===== config.mk =====
export PLATFORM = sky130hd
export DESIGN_NAME = display_scanner
export DESIGN_NICKNAME = d
export VERILOG_FILES = /design/src/rtl/display_pkg.sv /design/src/rtl/next_digit_finder.sv /design/src/rtl/display_scanner.sv
export SDC_FILE = /design/constraint.sdc
export NUM_CORES = 1
export LEC_CHECK = 0
export ABC_AREA = 1
export CAP_MARGIN = 10
export CORE_UTILIZATION = 59
export CTS_CLUSTER_SIZE = 8
export DETAILED_ROUTE_END_ITERATION = 10
export DONT_BUFFER_PORTS = 1
export PLACE_DENSITY = 0.77
export SKIP_LAST_GASP = 1
export SLEW_MARGIN = 20
export SYNTH_ARGS = -nofsm -noshare
export SYNTH_HDL_FRONTEND = slang
export SYNTH_SLANG_ARGS = --single-unit

===== constraint.sdc =====
create_clock -name clk -period 3.56 [get_ports clk]
set_input_delay 0.356 -clock clk [delete_from_list [all_inputs] [get_ports clk]]
set_output_delay 0.356 -clock clk [all_outputs]
set_load 0.03 [all_outputs]

===== src/rtl/display_pkg.sv =====
// rtl/display_pkg.sv - shared types and helpers for the 7-segment digit scanner
package display_pkg;

    localparam int MAX_DIGITS = 32;

    typedef enum logic [1:0] {
        IDLE,
        BLANK,
        ON
    } scan_state_t;

    // One-hot anode pattern for a lit digit; callers truncate to their digit count.
    function automatic logic [MAX_DIGITS-1:0] anode_onehot(input int unsigned idx, input logic active_low);
        logic [MAX_DIGITS-1:0] v;
        v = MAX_DIGITS'(1) << idx;
        return active_low ? ~v : v;
    endfunction

endpackage


===== src/rtl/next_digit_finder.sv =====
// rtl/next_digit_finder.sv - combinational cyclic priority search over the digit mask
module next_digit_finder #(
    parameter int NUM_DIGITS = 6,
    parameter int IW         = 3
) (
    input  logic [NUM_DIGITS-1:0] mask,
    input  logic [IW-1:0]         start,
    input  logic                  inclusive,
    output logic [IW-1:0]         index,
    output logic                  found,
    output logic                  wrapped
);

    always_comb begin
        int s;
        int pos;
        index   = '0;
        found   = 1'b0;
        wrapped = 1'b0;
        s       = int'(start);
        pos     = 0;
        // Walk offsets from farthest to nearest so the nearest set bit wins.
        // Non-inclusive search covers offsets 1..N, so offset N reselects start itself.
        for (int k = NUM_DIGITS; k >= 0; k--) begin
            if ((k != 0 || inclusive) && (k != NUM_DIGITS || !inclusive)) begin
                pos = s + k;
                if (pos >= NUM_DIGITS) begin
                    pos = pos - NUM_DIGITS;
                end
                if (mask[pos]) begin
                    index   = IW'(pos);
                    found   = 1'b1;
                    wrapped = inclusive ? (pos < s) : (pos <= s);
                end
            end
        end
    end

endmodule


===== src/rtl/display_scanner.sv =====
// rtl/display_scanner.sv - time-multiplexed digit scanner with masking and anti-ghost blanking
module display_scanner
    import display_pkg::*;
#(
    parameter int NUM_DIGITS       = 6,
    parameter int CLK_DIV          = 50000,
    parameter int BLANK_CYCLES     = 16,
    parameter int ANODE_ACTIVE_LOW = 1,
    localparam int IW = (NUM_DIGITS > 1) ? $clog2(NUM_DIGITS) : 1
) (
    input  logic                  clk,
    input  logic                  reset,
    input  logic                  enable,
    input  logic [NUM_DIGITS-1:0] digit_mask,
    output logic [IW-1:0]         digit_sel,
    output logic [NUM_DIGITS-1:0] anode,
    output logic                  blank,
    output logic                  scan_tick,
    output logic                  frame_done
);

    localparam int TW = $clog2(CLK_DIV);
    localparam logic AL = (ANODE_ACTIVE_LOW != 0);
    localparam logic [NUM_DIGITS-1:0] ANODE_OFF = {NUM_DIGITS{AL}};
    localparam logic [TW-1:0] LAST_SLOT  = TW'(CLK_DIV - 1);
    localparam logic [TW-1:0] LAST_BLANK = TW'((BLANK_CYCLES > 0) ? BLANK_CYCLES - 1 : 0);
    localparam scan_state_t SLOT_START = (BLANK_CYCLES == 0) ? ON : BLANK;

    scan_state_t           state, state_n;
    logic [TW-1:0]         timer, timer_n;
    logic [IW-1:0]         sel_n;
    logic [NUM_DIGITS-1:0] anode_n;
    logic                  blank_n, tick_n, frame_n;

    logic [IW-1:0] find_index;
    logic          find_found, find_wrapped;

    // From IDLE the current digit may be reused; at slot end the search starts past it.
    next_digit_finder #(
        .NUM_DIGITS(NUM_DIGITS),
        .IW        (IW)
    ) u_finder (
        .mask     (digit_mask),
        .start    (digit_sel),
        .inclusive(state == IDLE),
        .index    (find_index),
        .found    (find_found),
        .wrapped  (find_wrapped)
    );

    always_comb begin
        state_n = state;
        timer_n = timer;
        sel_n   = digit_sel;
        tick_n  = 1'b0;
        frame_n = 1'b0;
        if (!enable) begin
            state_n = IDLE;
            timer_n = '0;
        end else begin
            case (state)
                IDLE: begin
                    if (find_found) begin
                        sel_n   = find_index;
                        tick_n  = 1'b1;
                        timer_n = '0;
                        state_n = SLOT_START;
                    end
                end
                BLANK: begin
                    timer_n = timer + TW'(1);
                    if (timer == LAST_BLANK) begin
                        state_n = ON;
                    end
                end
                ON: begin
                    if (timer == LAST_SLOT) begin
                        timer_n = '0;
                        if (find_found) begin
                            sel_n   = find_index;
                            tick_n  = 1'b1;
                            frame_n = find_wrapped;
                            state_n = SLOT_START;
                        end else begin
                            state_n = IDLE;
                        end
                    end else begin
                        timer_n = timer + TW'(1);
                    end
                end
                default: state_n = IDLE;
            endcase
        end
        anode_n = (state_n == ON) ? NUM_DIGITS'(anode_onehot(32'(sel_n), AL)) : ANODE_OFF;
        blank_n = (state_n != ON);
    end

    always_ff @(posedge clk or posedge reset) begin
        if (reset) begin
            state      <= IDLE;
            timer      <= '0;
            digit_sel  <= '0;
            anode      <= ANODE_OFF;
            blank      <= 1'b1;
            scan_tick  <= 1'b0;
            frame_done <= 1'b0;
        end else begin
            state      <= state_n;
            timer      <= timer_n;
            digit_sel  <= sel_n;
            anode      <= anode_n;
            blank      <= blank_n;
            scan_tick  <= tick_n;
            frame_done <= frame_n;
        end
    end

endmodule


==> metrics <==
area grow syn2layout=9.632%; f_max=299.9 MHz; layout filler cell count=429; status=finished, final reports clean; Worst setup EP type=register; # port buffers=0; commonest cells after routing, fill and taps aside=156 x nand2_1, 66 x inv_1, 41 x nand3_1; nature of the critical path startpoint=register; GPL Wtd Cong=0.9556; Clock H-tree levels=2; Clk Latency, worst-skew pair=280 ps; hold_buf cts=0; fin crit share=0.9366; setup_tns=0 ps; WL final=7628 um; post-route ant nets=0; placeable core area=5205 um^2; CP Max Fanout=14; Seq cells post-synth=30; R2R Setup Slk=230 ps; Hold Crit Class=input port to async pin; vias after detailed routing=3,208; clk slew on worst S/H paths=70 ps; first-pass GRT wire length=13,500 um; Die Area=5828 um^2; Final Critical Period=3334 ps; fraction of layout cells with a size suffix above 1=0.1628; final net count=557; gr usage total=0.2799; syn_nets=539; Row Count=26; initial antenna violation count=0; Pins Over Slew Limit=0; post-synth top area cell=nand2_1; HPWL after detailed placement=5998 um; largest net degree at the start of global routing=31; DRT Pass-1 Iters=7; Gate Count Post-Synth=497; GRT overflow=0; final hold viol count=0; r2r worst-path depth=23; Synth top area share=0.1796; Setup Skew=5.645 ps; RR Startpoint=digit_sel[1]$_DFF_PP0_; initial core utilization=0.6264; CTS tree=yes; Clock Tree Root=clkbuf_8; Core Util, Final=0.6868; WL per Instance=13.02 um; Slew @ Worst Pin=607.8 ps; DRC Markers=0; final setup fails=0; synth warn=0; Area contributors post-synth=nand2_1 18%, dfrtp_1 18%, ha_1 12%; FFs w/ async S/R, synth=1.000; post-synthesis cell area=3261 um^2; EDFF count, synth=0; vias in the first global route=3,041; CTS sink cnt=30; hold_ws=30.22 ps; relative slew slack=0.5942; clock buffer depth=2; DR vias/cell=5.474; WS Path Type=register to register; main flop type after synthesis=dfrtp_1; Worst EP required=3770 ps; RR Endpoint=timer[5]$_DFFE_PP0P_; sequential-to-total area share from yosys stat=0.2329; Synth cell types=43; num ports=21; Die Y=76.34 um; Initial DRC Count=247; Inserted Clock Buffers=5; synthesized area per cell=6.561 um^2; # diodes=0; Die Wd=76.34 um; CP Data Arrival Time=3540 ps; commonest non-fill, non-tap cell in the layout=nand2_1; Max-Cap Viols=0
final cells by class:
type	count	area [um^2]	share of cell area
Clock buffer	8	110.1	0.03080
Timing Repair Buffer	18	135.1	0.03780
Multi-Input combinational cell	381	2175	0.6083
Tap cell	70	87.58	0.02450
Sequential cell	30	763.2	0.2135
Inverter	79	304.0	0.08505
stage by stage:
| stage | cells | instance area, um^2 | worst slack [ps] |
|---|---|---|---|
| floorplan | 497 | 3269 | 38.57 |
| global placement | 575 | 3411 | 124.4 |
| detailed placement | 575 | 3411 | 22.54 |
| CTS | 583 | 3526 | 40.39 |
| global route | 586 | 3575 | -13.69 |
| finish | 586 | 3575 | 225.8 |
cell usage after synthesis (all sizes together), types with 2 or more instances:
cell type / n
a21oi: 19
xor2: 7
nor4: 3
nand4: 12
fa: 2
nor3: 7
inv: 78
nand2: 173
ha: 31
nand3: 44
dfstp: 7
nor3b: 2
o21ai: 27
nor2: 37
o211ai: 2
buf: 7
a31oi: 2
dfrtp: 23
a22oi: 3
nand3b: 2
worst max path at each step:
stage                                 from               endpoint  slack [ps]  depth (start not counted)
detailed placement  digit_sel[1]$_DFF_PP0_   timer[7]$_DFFE_PP0P_          20                         25
global route        digit_sel[1]$_DFF_PP0_   timer[5]$_DFFE_PP0P_         -10                         23
floorplan           digit_sel[1]$_DFF_PP0_  timer[12]$_DFFE_PP0P_          40                         25
CTS                 digit_sel[1]$_DFF_PP0_   timer[7]$_DFFE_PP0P_          40                         25
finish              digit_sel[1]$_DFF_PP0_   timer[5]$_DFFE_PP0P_         230                         23
global placement    digit_sel[2]$_DFF_PP0_   timer[7]$_DFFE_PP0P_         120                         23
worst max-delay path, cell delays in order (launching register included):
cell     delay [ps]
dfrtp_2         460
ha_1            220
nand2_1          60
nand2_1         120
nor2_2          180
nand2_2         120
fa_1            560
inv_1            50
nand2_1          60
nand2_1          60
nand3_2         100
nand2_1          90
inv_2            90
nand2_1          90
nor2_4          160
nand2_4          90
nor2_4          100
inv_2            40
nand2_2          90
nand2_8         100
buf_4           180
nand3_1          90
o21ai_1          70
a21oi_1         110
cell families after synthesis:
family          count (synthesis)  synth area share
compound gates                 60            0.1117
xor+xnor                        7           0.01880
fa+ha+maj                      33            0.1312
buf+inv                        86            0.1094
flops                          30            0.2329
other cells                     1          0.001150
simple gates                  280            0.3949
sequential cells by signal, indices dropped and copies added, names as in the netlist:
name        cells
scan_tick       1
digit_sel       3
frame_done      1
anode           6
timer          16
blank           1
state           2
routing by layer:
metal,share of wire,wire [um],up-vias,GRT usage
met5,0,0,-,0
met3,0.071,541,13,0.06946
met4,0.012,95,0,0.07308
met2,0.46,3518,123,0.4523
met1,0.46,3473,1438,0.3725
li1,-,-,1634,-
what timing repair did:
item                                    CTS  global route
gates resized for setup                   1             7
endpoints found under the setup margin    1            20
pin swaps                                 0             4
endpoints found under the hold margin     0             0
buffers inserted                          0             3
Power is left out: the tool's default activity adds up to more than one toggle a clock period on the data nets, which glitch-free logic cannot reach.
